==> src/rtl/ign_pkg.sv <==
// Shared defaults and FSM encoding for the ignition scheduler.
package ign_pkg;

  localparam int N_CYL_DEF  = 4;
  localparam int N_TMR_DEF  = 2;
  localparam int MARGIN_DEF = 20;
  localparam int COMP_DEF   = 4;

  typedef enum logic {
    IDLE = 1'b0,
    SCAN = 1'b1
  } state_e;

  // Width of an index able to address n items (at least one bit).
  function automatic int idx_width(input int n);
    return (n > 1) ? $clog2(n) : 1;
  endfunction

endpackage

==> src/rtl/ign_delay_tmr.sv <==
// One-shot delay timer: loaded with a count and a cylinder tag, it pulses
// fire for one cycle delay+1 cycles after the load edge and releases itself
// on that same edge.
module ign_delay_tmr #(
  parameter int CYL_W = 2
) (
  input  logic             clk,
  input  logic             reset_n,
  input  logic             load,
  input  logic [31:0]      delay,
  input  logic [CYL_W-1:0] cyl_in,
  output logic             fire,
  output logic             busy,
  output logic [CYL_W-1:0] cyl
);

  logic [31:0]      cnt_q,  cnt_d;
  logic             busy_q, busy_d;
  logic             fire_q, fire_d;
  logic [CYL_W-1:0] cyl_q,  cyl_d;

  // Countdown: load arms the timer, terminal count fires and frees it.
  always_comb begin
    cnt_d  = cnt_q;
    busy_d = busy_q;
    fire_d = 1'b0;
    cyl_d  = cyl_q;
    if (load) begin
      cnt_d  = delay;
      busy_d = 1'b1;
      cyl_d  = cyl_in;
    end else if (busy_q) begin
      if (cnt_q == 32'd0) begin
        fire_d = 1'b1;
        busy_d = 1'b0;
      end else begin
        cnt_d = cnt_q - 32'd1;
      end
    end
  end

  // State register; reset drops any armed delay without firing.
  always_ff @(posedge clk or negedge reset_n) begin
    if (!reset_n) begin
      cnt_q  <= 32'd0;
      busy_q <= 1'b0;
      fire_q <= 1'b0;
      cyl_q  <= '0;
    end else begin
      cnt_q  <= cnt_d;
      busy_q <= busy_d;
      fire_q <= fire_d;
      cyl_q  <= cyl_d;
    end
  end

  assign fire = fire_q;
  assign busy = busy_q;
  assign cyl  = cyl_q;

endmodule

==> src/rtl/ign_scheduler.sv <==
// Ignition scheduler: on each accepted tooth, snapshots the engine state and
// scans the cylinders one per cycle, arming a shared delay timer for every
// cylinder whose spark angle falls inside the next tooth window.
module ign_scheduler
  import ign_pkg::*;
#(
  parameter int N_CYL  = N_CYL_DEF,
  parameter int N_TMR  = N_TMR_DEF,
  parameter int MARGIN = MARGIN_DEF,
  parameter int COMP   = COMP_DEF
) (
  input  logic                clk,
  input  logic                reset_n,
  input  logic                tooth,
  input  logic [15:0]         eng_phase,
  input  logic [15:0]         next_tooth_width,
  input  logic [31:0]         tooth_period,
  input  logic [16*N_CYL-1:0] cyl_timing,
  input  logic [N_CYL-1:0]    cyl_enable,
  output logic [N_CYL-1:0]    coil_fire,
  output logic                busy,
  output logic                overrun,
  output logic [7:0]          drop_cnt,
  output logic                tooth_miss
);

  localparam int CYL_W = idx_width(N_CYL);
  localparam logic [CYL_W-1:0] LAST_IDX = CYL_W'(N_CYL - 1);

  // FSM, scan index and snapshot registers
  state_e              state_q,   state_d;
  logic [CYL_W-1:0]    idx_q,     idx_d;
  logic [15:0]         phase_q,   phase_d;
  logic [15:0]         width_q,   width_d;
  logic [31:0]         period_q,  period_d;
  logic [16*N_CYL-1:0] timing_q,  timing_d;
  logic [N_CYL-1:0]    enable_q,  enable_d;
  logic                overrun_q, overrun_d;
  logic [7:0]          drop_q,    drop_d;
  logic                miss_q,    miss_d;

  // Evaluation of the cylinder currently addressed by idx_q
  logic [15:0] cur_timing;
  logic        cur_en;
  logic [15:0] q_off;
  logic [16:0] win_limit;
  logic        in_win;
  logic [47:0] prod;
  logic [39:0] prod_sh;
  logic [31:0] delay_val;
  logic        unused_prod_lo;
  logic        scan_eval;
  logic        armed_hit;
  logic        want_arm;
  logic        free_found;
  logic        do_drop;

  // Timer bank
  logic [N_TMR-1:0] tmr_load;
  logic [N_TMR-1:0] tmr_fire;
  logic [N_TMR-1:0] tmr_busy;
  logic [CYL_W-1:0] tmr_cyl [N_TMR];

  // Window test, single shared delay multiply and timer allocation.
  always_comb begin
    cur_timing = 16'd0;
    cur_en     = 1'b0;
    for (int c = 0; c < N_CYL; c++) begin
      if (idx_q == CYL_W'(c)) begin
        cur_timing = timing_q[16*c +: 16];
        cur_en     = enable_q[c];
      end
    end

    // Phase distance to the spark angle, wrapping around the 16-bit cycle.
    q_off     = cur_timing - phase_q;
    win_limit = {1'b0, width_q} + 17'(MARGIN);
    in_win    = cur_en && (q_off != 16'd0) && ({1'b0, q_off} <= win_limit);

    // Quanta to clocks; the fixed pipeline latency is taken off, floored at 0.
    prod           = 48'(period_q) * 48'(q_off);
    prod_sh        = prod[47:8];
    unused_prod_lo = ^prod[7:0];
    if (prod_sh < 40'(COMP)) begin
      delay_val = 32'd0;
    end else begin
      delay_val = prod_sh[31:0] - 32'(COMP);
    end

    scan_eval = (state_q == SCAN);

    // A cylinder that still owns a running timer is left alone.
    armed_hit = 1'b0;
    for (int t = 0; t < N_TMR; t++) begin
      if (tmr_busy[t] && (tmr_cyl[t] == idx_q)) begin
        armed_hit = 1'b1;
      end
    end

    want_arm   = scan_eval && in_win && !armed_hit;
    tmr_load   = '0;
    free_found = 1'b0;
    for (int t = 0; t < N_TMR; t++) begin
      if (want_arm && !free_found && !tmr_busy[t]) begin
        tmr_load[t] = 1'b1;
        free_found  = 1'b1;
      end
    end
    do_drop = want_arm && !free_found;
  end

  // Next-state logic: tooth acceptance, scan stepping, miss and drop bookkeeping.
  always_comb begin
    state_d   = state_q;
    idx_d     = idx_q;
    phase_d   = phase_q;
    width_d   = width_q;
    period_d  = period_q;
    timing_d  = timing_q;
    enable_d  = enable_q;
    miss_d    = 1'b0;
    overrun_d = overrun_q;
    drop_d    = drop_q;

    case (state_q)
      IDLE: begin
        if (tooth) begin
          phase_d  = eng_phase;
          width_d  = next_tooth_width;
          period_d = tooth_period;
          timing_d = cyl_timing;
          enable_d = cyl_enable;
          idx_d    = '0;
          state_d  = SCAN;
        end
      end
      SCAN: begin
        // A tooth arriving mid-scan is only reported, never scheduled.
        if (tooth) begin
          miss_d = 1'b1;
        end
        if (idx_q == LAST_IDX) begin
          state_d = IDLE;
        end else begin
          idx_d = idx_q + CYL_W'(1);
        end
      end
      default: begin
        state_d = IDLE;
      end
    endcase

    if (do_drop) begin
      overrun_d = 1'b1;
      if (drop_q != 8'hFF) begin
        drop_d = drop_q + 8'd1;
      end
    end
  end

  // Control and snapshot registers.
  always_ff @(posedge clk or negedge reset_n) begin
    if (!reset_n) begin
      state_q   <= IDLE;
      idx_q     <= '0;
      phase_q   <= 16'd0;
      width_q   <= 16'd0;
      period_q  <= 32'd0;
      timing_q  <= '0;
      enable_q  <= '0;
      overrun_q <= 1'b0;
      drop_q    <= 8'd0;
      miss_q    <= 1'b0;
    end else begin
      state_q   <= state_d;
      idx_q     <= idx_d;
      phase_q   <= phase_d;
      width_q   <= width_d;
      period_q  <= period_d;
      timing_q  <= timing_d;
      enable_q  <= enable_d;
      overrun_q <= overrun_d;
      drop_q    <= drop_d;
      miss_q    <= miss_d;
    end
  end

  // Timer bank; timers keep running regardless of the scan FSM.
  generate
    for (genvar gi = 0; gi < N_TMR; gi++) begin : g_tmr
      ign_delay_tmr #(
        .CYL_W (CYL_W)
      ) u_tmr (
        .clk     (clk),
        .reset_n (reset_n),
        .load    (tmr_load[gi]),
        .delay   (delay_val),
        .cyl_in  (idx_q),
        .fire    (tmr_fire[gi]),
        .busy    (tmr_busy[gi]),
        .cyl     (tmr_cyl[gi])
      );
    end
  endgenerate

  // Route each firing timer to its cylinder's coil; simultaneous fires merge.
  always_comb begin
    coil_fire = '0;
    for (int t = 0; t < N_TMR; t++) begin
      for (int c = 0; c < N_CYL; c++) begin
        if (tmr_fire[t] && (tmr_cyl[t] == CYL_W'(c))) begin
          coil_fire[c] = 1'b1;
        end
      end
    end
  end

  assign busy       = (state_q == SCAN);
  assign overrun    = overrun_q;
  assign drop_cnt   = drop_q;
  assign tooth_miss = miss_q;

endmodule

==> config.mk <==
export PLATFORM = sky130hd
export DESIGN_NAME = ign_scheduler
export DESIGN_NICKNAME = d
export VERILOG_FILES = /design/src/rtl/ign_pkg.sv /design/src/rtl/ign_delay_tmr.sv /design/src/rtl/ign_scheduler.sv
export SDC_FILE = /design/constraint.sdc
export NUM_CORES = 2
export LEC_CHECK = 0
export CORE_MARGIN = 2
export CORE_UTILIZATION = 60
export CTS_CLUSTER_DIAMETER = 120
export DETAILED_ROUTE_END_ITERATION = 16
export PLACE_DENSITY = 0.8
export SYNTH_ARGS = -nofsm -noshare
export SYNTH_HDL_FRONTEND = slang
export SYNTH_SLANG_ARGS = --single-unit
==> constraint.sdc <==
create_clock -name clk -period 12.9 [get_ports clk]
set_input_delay 2.58 -clock clk [delete_from_list [all_inputs] [get_ports clk]]
set_output_delay 2.58 -clock clk [all_outputs]
set_load 0.03 [all_outputs]
==> results.md <==
- Crit-path slowest cell: xnor2_2
- Post-synthesis sequential area ratio: between 10% and 20%
- Share of cells above drive strength 1: 7.616%
- H-tree depth: 1
- Clock root buffer: clkbuf_16
- Routed WL per cell: 19.57 um
- Core ar.: 47750 um2
- Clock skew: around 24 ps
- Hold Path End: overrun
- Syn_area_per_cell: 8.902 um2
- Largest net degree at the start of global routing: 79
- Most common cell in the netlist: inv_1
- Global placer's final weighted congestion: ~0.96
- Tightest Pin Transition: about 1400 ps
- Full die area: 50140 um2
- Yosys cell types: 98
- Total CTS buffers: 25
- RSZ-0062 raised after global routing: false
- Worst reg2reg startpoint: idx_q[1]
- FF-to-FF End: g_tmr[1].u_tmr.cnt_q[24]
- Met1 Track Usage GR: 39.71%
- Port Buffers: about 150
- Syn_nets: a little under 4000
- Cell taking the most area after synthesis: fa_1
- DIE HEIGHT: 223.9 um
- Final-report hold violation count: 0
- DP HPWL: between 50000 and 60000 um
- Number of synthesized flops with an enable pin: 0
- Status: completed
- CP peak stage delay: 810 ps
- FMAX: roughly 0.083 GHz
- Hold-fix buffers, CTS: 0
- Cells after Synth: 3260
- Antenna violations before repair: 4
- Fin crit period: 12070 ps
- Vias per cell: 6.025
- Register bit total from synthesis: around 220
- Startpoint types: flip-flop
- Clock transition at the registers of the reported paths: approximately 60 ps
- CTS tree: built
- Critical path class: reg2reg
- DR pass1 iterations: 5
- Vias in the first global route: around 25000
- Antenna-violating nets left: 0
- Final Max Slew Viols: 0
- Reg-to-reg slack, setup: 830 ps
- DRT iter0 DRCs: about 1800
- CTS Buffer Depth: 3
- Cell Rows: 80
- Hold_sp: overrun
- # clock sinks: between 200 and 250
- Area delta synth->final: 9.830%
- CP Capture Type: flip-flop
- Clk_lat worst skew: 580 ps
- DRC Markers: 0
- GRT Total Usage: between 30% and 40%
- Initial Utilization: about 61%
- Top cells by area, synth: fa_1 29%, dfrtp_1 19%, inv_1 7.0%
- Overflow after GRT: 0
- Synth warn: 0
- HP Class: reg2reg
- Post-CTS setup buffer count: 0
- Mapped Area: 29020 um2
- Met2 usage: 53.96%
- Hold path depth: 1
- Ys async rst share: between 90% and 100%
- Reg2Reg Depth: 41
- CP required: 13310 ps
- Final setup fails: 0
- CP top delay family: adder cells
- Cells resized by post-CTS repair: 0
- Sum Neg Setup Slack: 0 ps
- Die W: 223.9 um
- Met3 usage: 5.273%
- Period utilization: 93.58%
- CP Buf/Inv Count: 8
- Final WL: 77060 um
- Post-synth top cells: 538 x inv_1, 505 x nand2_1, 418 x fa_1
- Vias: between 20000 and 25000
- CP arrival: 12480 ps
- First-pass GRT wire length: about 130000 um
- Crit path max fanout: 24
- Max_cap viols: 0
- Final Net Count: 4015
- Share of the synthesized area in the top cell type: 28.84%
- Predominant post-synthesis flop cell: dfrtp_1
- I/O Pins: 150
- Gr busiest metal: met2
- Rel. slew slack: just under 8%
==> registers in the layout, summed over array words and instances, names as in the netlist, 2 cells and up <==
| register | cells |
|---|---|
| idx_q | 2 |
| enable_q | 4 |
| period_q | 32 |
| g_tmr.u_tmr.fire | 2 |
| phase_q | 16 |
| g_tmr.u_tmr.cyl | 4 |
| drop_cnt | 8 |
| width_q | 16 |
| g_tmr.u_tmr.cnt_q | 64 |
| timing_q | 64 |
| g_tmr.u_tmr.busy | 2 |
==> how the worst max path moves through the flow <==
stage	startpoint	to	slack (ps)	depth (start not counted)
finish	idx_q[1]	g_tmr[1].u_tmr.cnt_q[24]	830	41
global route	idx_q[0]	g_tmr[1].u_tmr.cnt_q[24]	40	34
CTS	idx_q[1]	g_tmr[0].u_tmr.cnt_q[13]	540	34
detailed placement	idx_q[1]	g_tmr[0].u_tmr.cnt_q[13]	650	34
global placement	idx_q[0]	g_tmr[0].u_tmr.cnt_q[27]	1100	34
floorplan	idx_q[1]	g_tmr[1].u_tmr.cnt_q[10]	2600	38
==> cells in the final DEF (no fill, tap or decap), types with 20 or more instances in the layout <==
cell,count
clkdlybuf4s50_1,148
nand2_1,505
a21oi_1,107
or3_1,27
nand2b_1,30
o21ai_1,35
buf_4,35
nor2_1,100
xor2_1,38
nand4_1,29
clkbuf_16,25
fa_1,418
inv_1,538
a21o_1,36
o21ai_0,137
xnor2_1,41
a22oi_1,46
nand3_1,35
nor3_1,48
and2_1,140
mux2_2,123
ha_1,158
nor2b_1,20
dfrtp_1,217
==> per-layer routing <==
metal  up-vias  part of all wire, %
met2      1016                   50
met5         -                    0
li1      10570                    -
met4         0                  5.0
met1     11880                   38
met3       267                  7.3
==> final cells by class <==
class	instances	area [um2]
diodes	1	2.502
well taps	615	769.5
flip-flops and latches	217	5430
repair buffers	184	1759
inverters	540	2027
clock inverters	9	166.4
fillers	3708	15870
multi-input cells	2336	20990
clock buffers	36	726.9
==> kinds of logic after synthesis <==
group,after synthesis,share of synthesized area [%]
AO/OA/AOI/OAI,513,11.43
XOR/XNOR,91,2.747
adder cells (fa/ha/maj),576,35.65
buffers and inverters,707,9.382
flip-flops,217,18.71
multiplexers,133,5.122
AND/OR/NAND/NOR,1023,16.96
==> worst reg2reg max path: cells and delay by family (launching register included) <==
family | cells | cell delay, ps
xor+xnor | 2 | 1020
simple gates | 12 | 3110
fa+ha+maj | 10 | 4260
compound gates | 9 | 2210
flops | 1 | 450
buf+inv | 8 | 850
==> metrics by stage <==
stage	setup WS (ps)	hold slack [ps]	area (um2)	util, %	instances
after CTS	540.3	477.8	31850	66.71	3937
after floorplan	2603	471.5	29020	-	3260
after detailed placement	646.1	460.4	30960	64.84	3892
after global placement	1098	458.9	30960	64.84	3892
after global routing	42.20	493.4	31870	66.75	3938
final	828.0	473.6	31870	66.75	3938
Power is not shown: default switching activity piles up to over one toggle a cycle in this logic, so the estimate is an artifact.
